### config.mk
export PLATFORM = sky130hd
export DESIGN_NAME = mem_access_unit_flat
export DESIGN_NICKNAME = d
export VERILOG_FILES = /design/src/rtl/mem_access_unit_pkg.sv /design/src/rtl/mem_access_unit_if.sv /design/src/rtl/mem_access_unit_load_align.sv /design/src/rtl/mem_access_unit.sv /design/src/flat_wrapper.sv
export SDC_FILE = /design/constraint.sdc
export NUM_CORES = 1
export LEC_CHECK = 0
export BUFFER_PORTS_ARGS = -buffer_cell sky130_fd_sc_hd__buf_4
export CAP_MARGIN = 20
export CORE_AREA = 3 3 112 114
export CTS_CLUSTER_DIAMETER = 80
export DETAILED_ROUTE_END_ITERATION = 8
export DIE_AREA = 0 0 115 117
export GPL_ROUTABILITY_DRIVEN = 0
export GPL_TIMING_DRIVEN = 0
export PLACE_DENSITY_LB_ADDON = 0.1
export SYNTH_ARGS = -nofsm -noshare
export SYNTH_HDL_FRONTEND = slang
export SYNTH_SLANG_ARGS = --single-unit
### constraint.sdc
create_clock -name clk -period 2.6 [get_ports clk]
set_input_delay 0.52 -clock clk [delete_from_list [all_inputs] [get_ports clk]]
set_output_delay 0.52 -clock clk [all_outputs]
set_load 0.02 [all_outputs]
### src/rtl/mem_access_unit_pkg.sv
// Shared definitions for the MEM-stage access unit: funct3 codes, FSM
// encoding, the default MMIO select bit and store-side lane helpers.
package riscv_mem_pkg;

  // Load encodings; stores reuse the low three codes for SB/SH/SW.
  localparam logic [2:0] F3_LB  = 3'b000;
  localparam logic [2:0] F3_LH  = 3'b001;
  localparam logic [2:0] F3_LW  = 3'b010;
  localparam logic [2:0] F3_LBU = 3'b100;
  localparam logic [2:0] F3_LHU = 3'b101;
  localparam logic [2:0] F3_SB  = 3'b000;
  localparam logic [2:0] F3_SH  = 3'b001;
  localparam logic [2:0] F3_SW  = 3'b010;

  localparam int IO_SEL_BIT_DEF = 10;

  typedef enum logic [1:0] {
    ST_IDLE    = 2'd0,
    ST_DMEM_RD = 2'd1,
    ST_IO_WAIT = 2'd2,
    ST_DONE    = 2'd3
  } mau_state_e;

  // funct3[1:0] carries the access size for both loads and stores.
  function automatic logic is_misaligned(input logic [2:0] f3, input logic [1:0] off);
    case (f3[1:0])
      2'b01:   is_misaligned = off[0];
      2'b10:   is_misaligned = (off != 2'b00);
      default: is_misaligned = 1'b0;
    endcase
  endfunction

  // Byte enables for an aligned store at byte offset off.
  function automatic logic [3:0] store_be(input logic [2:0] f3, input logic [1:0] off);
    case (f3[1:0])
      2'b00:   store_be = 4'b0001 << off;
      2'b01:   store_be = 4'b0011 << off;
      2'b10:   store_be = 4'b1111;
      default: store_be = 4'b0000;
    endcase
  endfunction

  // Replicate the store operand across all lanes so any byte enable picks it up.
  function automatic logic [31:0] store_data(input logic [2:0] f3, input logic [31:0] w);
    case (f3[1:0])
      2'b00:   store_data = {4{w[7:0]}};
      2'b01:   store_data = {2{w[15:0]}};
      default: store_data = w;
    endcase
  endfunction

endpackage

### src/rtl/mem_access_unit_if.sv
// DMEM and MMIO bus bundle seen by the MEM-stage access unit.
interface mem_access_unit_if #(
  parameter int DMEM_AW = 8
);
  logic [DMEM_AW-1:0] dmem_addr;
  logic               dmem_we;
  logic [3:0]         dmem_be;
  logic [31:0]        dmem_wdata;
  logic [31:0]        dmem_rdata;
  logic               io_req;
  logic               io_we;
  logic [7:0]         io_addr;
  logic [31:0]        io_wdata;
  logic               io_ack;
  logic [31:0]        io_rdata;

  modport master (
    output dmem_addr, dmem_we, dmem_be, dmem_wdata,
    input  dmem_rdata,
    output io_req, io_we, io_addr, io_wdata,
    input  io_ack, io_rdata
  );

  modport slave (
    input  dmem_addr, dmem_we, dmem_be, dmem_wdata,
    output dmem_rdata,
    input  io_req, io_we, io_addr, io_wdata,
    output io_ack, io_rdata
  );
endinterface

### src/rtl/mem_access_unit_load_align.sv
// Load lane select plus sign/zero extension of a DMEM read word.
module mem_load_align
  import riscv_mem_pkg::*;
(
  input  logic [31:0] rdata,
  input  logic [1:0]  off,
  input  logic [2:0]  funct3,
  output logic [31:0] data
);

  logic [7:0]  byte_s;
  logic [15:0] half_s;

  // Pick the addressed byte and halfword lanes.
  always_comb begin
    byte_s = 8'h00;
    case (off)
      2'd0:    byte_s = rdata[7:0];
      2'd1:    byte_s = rdata[15:8];
      2'd2:    byte_s = rdata[23:16];
      2'd3:    byte_s = rdata[31:24];
      default: byte_s = 8'h00;
    endcase
    if (off[1]) begin
      half_s = rdata[31:16];
    end else begin
      half_s = rdata[15:0];
    end
  end

  // Extend the selected lane according to the load kind.
  always_comb begin
    data = 32'h0000_0000;
    case (funct3)
      F3_LB:   data = {{24{byte_s[7]}}, byte_s};
      F3_LBU:  data = {24'h00_0000, byte_s};
      F3_LH:   data = {{16{half_s[15]}}, half_s};
      F3_LHU:  data = {16'h0000, half_s};
      F3_LW:   data = rdata;
      default: data = 32'h0000_0000;
    endcase
  end

endmodule

### src/rtl/mem_access_unit.sv
// MEM-stage access controller: issues DMEM stores/loads and handshaked
// MMIO accesses, stalling the pipeline while an access is outstanding.
module mem_access_unit
  import riscv_mem_pkg::*;
#(
  parameter int DMEM_AW    = 8,
  parameter int IO_SEL_BIT = IO_SEL_BIT_DEF,
  parameter int IO_TIMEOUT = 255,
  parameter int IO_CNT_W   = 8
) (
  input  logic                clk,
  input  logic                rst,
  input  logic                in_valid,
  input  logic                mem_read,
  input  logic                mem_write,
  input  logic [2:0]          funct3,
  input  logic [31:0]         addr,
  input  logic [31:0]         wdata,
  mem_access_unit_if.master   bus,
  output logic                stall,
  output logic [31:0]         mem_data,
  output logic [31:0]         io_din,
  output logic                misalign,
  output logic                io_timeout
);

  localparam logic [IO_CNT_W-1:0] TIMEOUT_C = IO_CNT_W'(IO_TIMEOUT);
  localparam logic [IO_CNT_W-1:0] CNT_ONE_C = IO_CNT_W'(1);

  mau_state_e          state_q, state_d;
  logic [1:0]          off_q, off_d;
  logic [2:0]          f3_q, f3_d;
  logic [IO_CNT_W-1:0] cnt_q, cnt_d;
  logic                io_req_q, io_req_d;
  logic                io_we_q, io_we_d;
  logic [7:0]          io_addr_q, io_addr_d;
  logic [31:0]         io_wdata_q, io_wdata_d;
  logic [31:0]         io_din_q, io_din_d;
  logic                io_timeout_q, io_timeout_d;

  logic        access_s;
  logic        is_io_s;
  logic        mis_s;
  logic        stall_s;
  logic        misalign_s;
  logic        we_s;
  logic [3:0]  be_s;
  logic [31:0] align_s;
  logic        unused_s;

  assign access_s = in_valid & (mem_read | mem_write);
  assign is_io_s  = addr[IO_SEL_BIT];
  assign mis_s    = is_misaligned(funct3, addr[1:0]);
  assign unused_s = ^addr;

  mem_load_align u_align (
    .rdata  (bus.dmem_rdata),
    .off    (off_q),
    .funct3 (f3_q),
    .data   (align_s)
  );

  // Next-state, strobe and stall decode for the access FSM.
  always_comb begin
    state_d      = state_q;
    off_d        = off_q;
    f3_d         = f3_q;
    cnt_d        = cnt_q;
    io_req_d     = io_req_q;
    io_we_d      = io_we_q;
    io_addr_d    = io_addr_q;
    io_wdata_d   = io_wdata_q;
    io_din_d     = io_din_q;
    io_timeout_d = 1'b0;
    stall_s      = 1'b0;
    misalign_s   = 1'b0;
    we_s         = 1'b0;
    be_s         = 4'b0000;
    case (state_q)
      ST_IDLE: begin
        if (!access_s) begin
          state_d = ST_IDLE;
        end else if (is_io_s) begin
          io_addr_d  = addr[7:0];
          io_wdata_d = wdata;
          io_we_d    = mem_write;
          io_req_d   = 1'b1;
          cnt_d      = {IO_CNT_W{1'b0}};
          stall_s    = 1'b1;
          state_d    = ST_IO_WAIT;
        end else if (mis_s) begin
          misalign_s = 1'b1;
        end else if (mem_write) begin
          we_s = 1'b1;
          be_s = store_be(funct3, addr[1:0]);
        end else begin
          stall_s = 1'b1;
          off_d   = addr[1:0];
          f3_d    = funct3;
          state_d = ST_DMEM_RD;
        end
      end
      ST_DMEM_RD: begin
        state_d = ST_IDLE;
      end
      ST_IO_WAIT: begin
        stall_s = 1'b1;
        cnt_d   = cnt_q + CNT_ONE_C;
        // An ack on the expiry cycle still completes the access normally.
        if (bus.io_ack) begin
          if (!io_we_q) begin
            io_din_d = bus.io_rdata;
          end else begin
            io_din_d = io_din_q;
          end
          io_req_d = 1'b0;
          state_d  = ST_DONE;
        end else if (cnt_q == TIMEOUT_C) begin
          io_din_d     = 32'h0000_0000;
          io_timeout_d = 1'b1;
          io_req_d     = 1'b0;
          state_d      = ST_DONE;
        end else begin
          state_d = ST_IO_WAIT;
        end
      end
      ST_DONE: begin
        state_d = ST_IDLE;
      end
      default: begin
        state_d = ST_IDLE;
      end
    endcase
  end

  // Load result is only meaningful while the read data is on the bus.
  always_comb begin
    if (state_q == ST_DMEM_RD) begin
      mem_data = align_s;
    end else begin
      mem_data = 32'h0000_0000;
    end
  end

  // FSM and MMIO holding registers; reset abandons any pending access.
  always_ff @(posedge clk) begin
    if (rst) begin
      state_q      <= ST_IDLE;
      off_q        <= 2'b00;
      f3_q         <= 3'b000;
      cnt_q        <= {IO_CNT_W{1'b0}};
      io_req_q     <= 1'b0;
      io_we_q      <= 1'b0;
      io_addr_q    <= 8'h00;
      io_wdata_q   <= 32'h0000_0000;
      io_din_q     <= 32'h0000_0000;
      io_timeout_q <= 1'b0;
    end else begin
      state_q      <= state_d;
      off_q        <= off_d;
      f3_q         <= f3_d;
      cnt_q        <= cnt_d;
      io_req_q     <= io_req_d;
      io_we_q      <= io_we_d;
      io_addr_q    <= io_addr_d;
      io_wdata_q   <= io_wdata_d;
      io_din_q     <= io_din_d;
      io_timeout_q <= io_timeout_d;
    end
  end

  assign bus.dmem_addr  = addr[DMEM_AW+1:2];
  assign bus.dmem_we    = we_s;
  assign bus.dmem_be    = be_s;
  assign bus.dmem_wdata = store_data(funct3, wdata);
  assign bus.io_req     = io_req_q;
  assign bus.io_we      = io_we_q;
  assign bus.io_addr    = io_addr_q;
  assign bus.io_wdata   = io_wdata_q;
  assign stall          = stall_s;
  assign misalign       = misalign_s;
  assign io_din         = io_din_q;
  assign io_timeout     = io_timeout_q;

endmodule

### src/flat_wrapper.sv
// flat-port wrapper written by rule: the top's interface ports become plain ports
module mem_access_unit_flat import riscv_mem_pkg::*;
#(
  parameter int DMEM_AW    = 8,
  parameter int IO_SEL_BIT = IO_SEL_BIT_DEF,
  parameter int IO_TIMEOUT = 255,
  parameter int IO_CNT_W   = 8
)
  (clk, rst, in_valid, mem_read, mem_write, funct3, addr, wdata, stall, mem_data, io_din, misalign, io_timeout, bus_dmem_addr, bus_dmem_we, bus_dmem_be, bus_dmem_wdata, bus_dmem_rdata, bus_io_req, bus_io_we, bus_io_addr, bus_io_wdata, bus_io_ack, bus_io_rdata);
  mem_access_unit_if #(.DMEM_AW(DMEM_AW)) bus_i ();
  input  logic clk;
  input  logic rst;
  input  logic in_valid;
  input  logic mem_read;
  input  logic mem_write;
  input  logic [2:0] funct3;
  input  logic [31:0] addr;
  input  logic [31:0] wdata;
  output logic stall;
  output logic [31:0] mem_data;
  output logic [31:0] io_din;
  output logic misalign;
  output logic io_timeout;
  output wire logic [$bits(bus_i.dmem_addr)-1:0] bus_dmem_addr;
  output wire logic [$bits(bus_i.dmem_we)-1:0] bus_dmem_we;
  output wire logic [$bits(bus_i.dmem_be)-1:0] bus_dmem_be;
  output wire logic [$bits(bus_i.dmem_wdata)-1:0] bus_dmem_wdata;
  input wire logic [$bits(bus_i.dmem_rdata)-1:0] bus_dmem_rdata;
  output wire logic [$bits(bus_i.io_req)-1:0] bus_io_req;
  output wire logic [$bits(bus_i.io_we)-1:0] bus_io_we;
  output wire logic [$bits(bus_i.io_addr)-1:0] bus_io_addr;
  output wire logic [$bits(bus_i.io_wdata)-1:0] bus_io_wdata;
  input wire logic [$bits(bus_i.io_ack)-1:0] bus_io_ack;
  input wire logic [$bits(bus_i.io_rdata)-1:0] bus_io_rdata;
  assign bus_dmem_addr = bus_i.dmem_addr;
  assign bus_dmem_we = bus_i.dmem_we;
  assign bus_dmem_be = bus_i.dmem_be;
  assign bus_dmem_wdata = bus_i.dmem_wdata;
  assign bus_i.dmem_rdata = bus_dmem_rdata;
  assign bus_io_req = bus_i.io_req;
  assign bus_io_we = bus_i.io_we;
  assign bus_io_addr = bus_i.io_addr;
  assign bus_io_wdata = bus_i.io_wdata;
  assign bus_i.io_ack = bus_io_ack;
  assign bus_i.io_rdata = bus_io_rdata;
  mem_access_unit #(.DMEM_AW(DMEM_AW), .IO_SEL_BIT(IO_SEL_BIT), .IO_TIMEOUT(IO_TIMEOUT), .IO_CNT_W(IO_CNT_W)) u_core (.clk(clk), .rst(rst), .in_valid(in_valid), .mem_read(mem_read), .mem_write(mem_write), .funct3(funct3), .addr(addr), .wdata(wdata), .bus(bus_i), .stall(stall), .mem_data(mem_data), .io_din(io_din), .misalign(misalign), .io_timeout(io_timeout));
endmodule
==> flow_summary.toml <==
[detailed_routing]
via_count = 5137
wl_microns = 16300
wl_per_cell_microns = 16.6
drt_iter0_markers = 238
vias_per_cell = 5.21
final_antenna_net_count = 0
drt_first_pass_iters = 5
drc = 0

[hold_path]
min_from = "bus_io_ack"
hold_path.class = "in -> reg"

[yosys]
avgSynthCellArea_sq_um = 8.45
synthArstFlopShare_pct = 0
synthCells = 551
synth.top_cell.area_share_pct = 38.7
synth_edf_count = 0
synthTopCellsByArea = "dfxtp_1, nand2_1, a22o_1"
netlist_area_sq_um = 4650
yosysSeqAreaShare_pct = 38.7
syn_nets = 692
yosysWarnings = 0
ys_types = 57
ys_ff_latch = 90
netlist.top_cell.by_area = "dfxtp_1"
synthFlopType = "dfxtp_1"

[pwr]
p_leak_nw = 3.27
powerDensity_nw_per_um2 = 504
fin_total_pwr_mw = 3.68
vdd_drop_max_mv = 0.307

[grt]
grt_pass1_vias = 4827
grt_usage_pct = 22.3
grt_util_met1_pct = 26.1
antenna_found_initial = 0
grt.met3_usage_pct = 6.79
grt_pass1_wl_microns = 24100
use_met2_pct = 39.0
busiest_layer = "met2"
grt_overflow = 0
grt_max_degree = 18

[critical_path]
cp-end-kind = "output port"
cp_common_cell = "buf_8"
critPathArrivalTime_ns = 2.11
path_class = "in -> out"
crit_buf_inv = 4
crit_chain = "buf_8 > buf_8 > clkinvlp_4 > ha_4 > o211ai_1 > nand2_2 > a2111o_1 > a31oi_2 > buf_4"
cp_top_family = "compound AO/OA/AOI/OAI gates"
worstPathMaxFanout = 4
cp-start-kind = "primary input"
cp.required_ns = 2.08
r2r_start = "u_core.cnt_q[0]"
cpPeakStageDelay_ns = 0.42
critPathSlowestCell = "a2111o_1"
critPathLaunch = "funct3[1]"
rrSetupSlack_ns = 0.87

[floorplanning]
initial_core_util_pct = 40.4
dieArea_sq_um = 13500
row_count = 39
core_region_area_sq_um = 11500
fp.dieH_microns = 117
num_io_pins = 291
die_w_microns = 115

[sta]
rsz0062_at_grt = "yes"
worst_slack_ns = -0.0329
worst_pin_slew_ns = 0.486
finClkSkew_ns = 0.00581
period_share_pct = 101
maxSlewHeadroom_pct = 67.6
fmax_mhz = 380
drv_slew = 0
finalCriticalPeriod_ns = 2.63
setup_violations = 1
hold_viol = 0

[clock_network]
clock_latency_ns = 0.34
path_clk_slew_ns = 0.07
cts_root_buf = "clkbuf_16"
clock_sinks = 90
cts_buffers = 9
clockBufferDepth = 2
hold_buffers = 0
cts-htree-levels = 3
cts_tree = "done"

[place]
post-dp-hpwl_microns = 12700
port_buffers = 267

[finish]
n_fill_cell = 980
syn_to_final_growth_pct = 57.0
regArea_sq_um = 1800
postLayoutCoreUtil_pct = 63.4
num-nets-final = 979
multi_input_area_sq_um = 2550
final_layout_size_suffix_gt1_share_pct = 45.7
antenna_cells = 0

[flow_run]
maxCapViolations = 0

[run_status]
violations = "negative setup slack"
status = "finished with violations"
==> power by group <==
group	internal, mW	switching [mW]
clock network	0.762	0.596
logic	0.404	0.459
registers	1.43	0.0314
total	2.59	1.09
==> final timing paths <==
check | endpoint | depth (start not counted)
min reg2reg | u_core.bus.io_wdata[9] | 2
max | bus_dmem_be[2] | 9
max reg2reg | u_core.io_din[8] | 6
min | u_core.io_timeout | 2
==> synth_stat cells, types with 4 or more instances <==
master	instances
a21oi_2	11
mux2_2	15
mux2i_1	14
buf_4	22
nand2b_1	14
nor2_1	13
o32ai_1	7
inv_1	4
buf_2	15
nand2_1	124
a22oi_1	16
dfxtp_1	90
a211oi_1	7
xor2_1	4
clkbuf_1	13
a22o_1	40
a21oi_1	64
nor3_1	8
nand3_1	7
o21ai_0	10
ha_1	4
==> state kept, by name, summed over array words and instances (netlist names) <==
register,cells
u_core.bus.io_req,1
u_core.io_timeout,1
u_core.bus.io_addr,8
u_core.state_q,2
u_core.io_din,32
u_core.cnt_q,8
u_core.f3_q,3
u_core.bus.io_we,1
u_core.off_q,2
u_core.bus.io_wdata,32
==> cell usage in the layout, fill, tap and decap left out, types with 14 or more instances in the layout <==
cell type | synthesis | final
buf_2 | 15 | 16
a22oi_1 | 16 | 16
a22o_1 | 40 | 40
buf_4 | 22 | 296
nand2_1 | 124 | 124
mux2_2 | 15 | 15
dfxtp_1 | 90 | 90
nand2b_1 | 14 | 14
a21oi_1 | 64 | 63
==> repair_timing <==
| action | in CTS | in global routing |
|---|---|---|
| endpoints found under the setup margin | 20 | 21 |
| buffers inserted | 5 | 5 |
| pin swaps | 3 | 6 |
| gates resized for setup | 5 | 14 |
==> per-layer routing <==
| layer | vias up | routed length [microns] | part of all wire, % |
|---|---|---|---|
| li1 | 2518 | - | - |
| met1 | 2398 | 6600 | 40 |
| met2 | 202 | 8050 | 49 |
| met3 | 19 | 1310 | 8.0 |
| met4 | 0 | 365 | 2.2 |
| met5 | - | 0 | 0 |
==> cell families (layout without fill, tap and decap cells) <==
| group | count (synthesis) | in the layout | share of synthesized area (%) |
|---|---|---|---|
| xor gates and xnor gates | 4 | 4 | 0.753 |
| buffers and inverters | 62 | 354 | 7.85 |
| AOI/OAI and AO/OA | 171 | 171 | 25.9 |
| DFF | 90 | 90 | 38.7 |
| muxes | 29 | 29 | 6.64 |
| adders and majority gates | 4 | 4 | 1.08 |
| and+or+nand+nor | 191 | 191 | 19.1 |
==> worst reg2reg max path, delay by kind of cell (launching register included) <==
kind	cells	cell delay [ns]
compound gates	3	0.57
flops	1	0.40
simple gates	1	0.11
buf+inv	1	0.22
fa+ha+maj	1	0.32
==> area by class of cell <==
class	count	share of cell area (%)
Tap cell	143	2.45
Timing Repair Buffer	277	28.6
Buffer	56	4.83
Clock inverter	7	1.16
Clock buffer	9	3.08
Sequential cell	90	24.7
Inverter	5	0.308
Multi-Input combinational cell	399	34.9
==> metrics by stage <==
stage	instance area [sq um]	setup TNS [ns]	worst slack (ns)	hold slack, ns	cells
after floorplan	4650	-0.0114	-0.00572	0.474	551
after global placement	6840	-2.44	-0.248	0.443	961
after detailed placement	6840	-3.10	-0.284	0.449	961
after CTS	7200	0	0.0146	0.357	981
after global routing	7310	-0.279	-0.106	0.364	986
final	7310	-0.0329	-0.0329	0.367	986
Note: power is estimated with default switching activity, not from simulation.
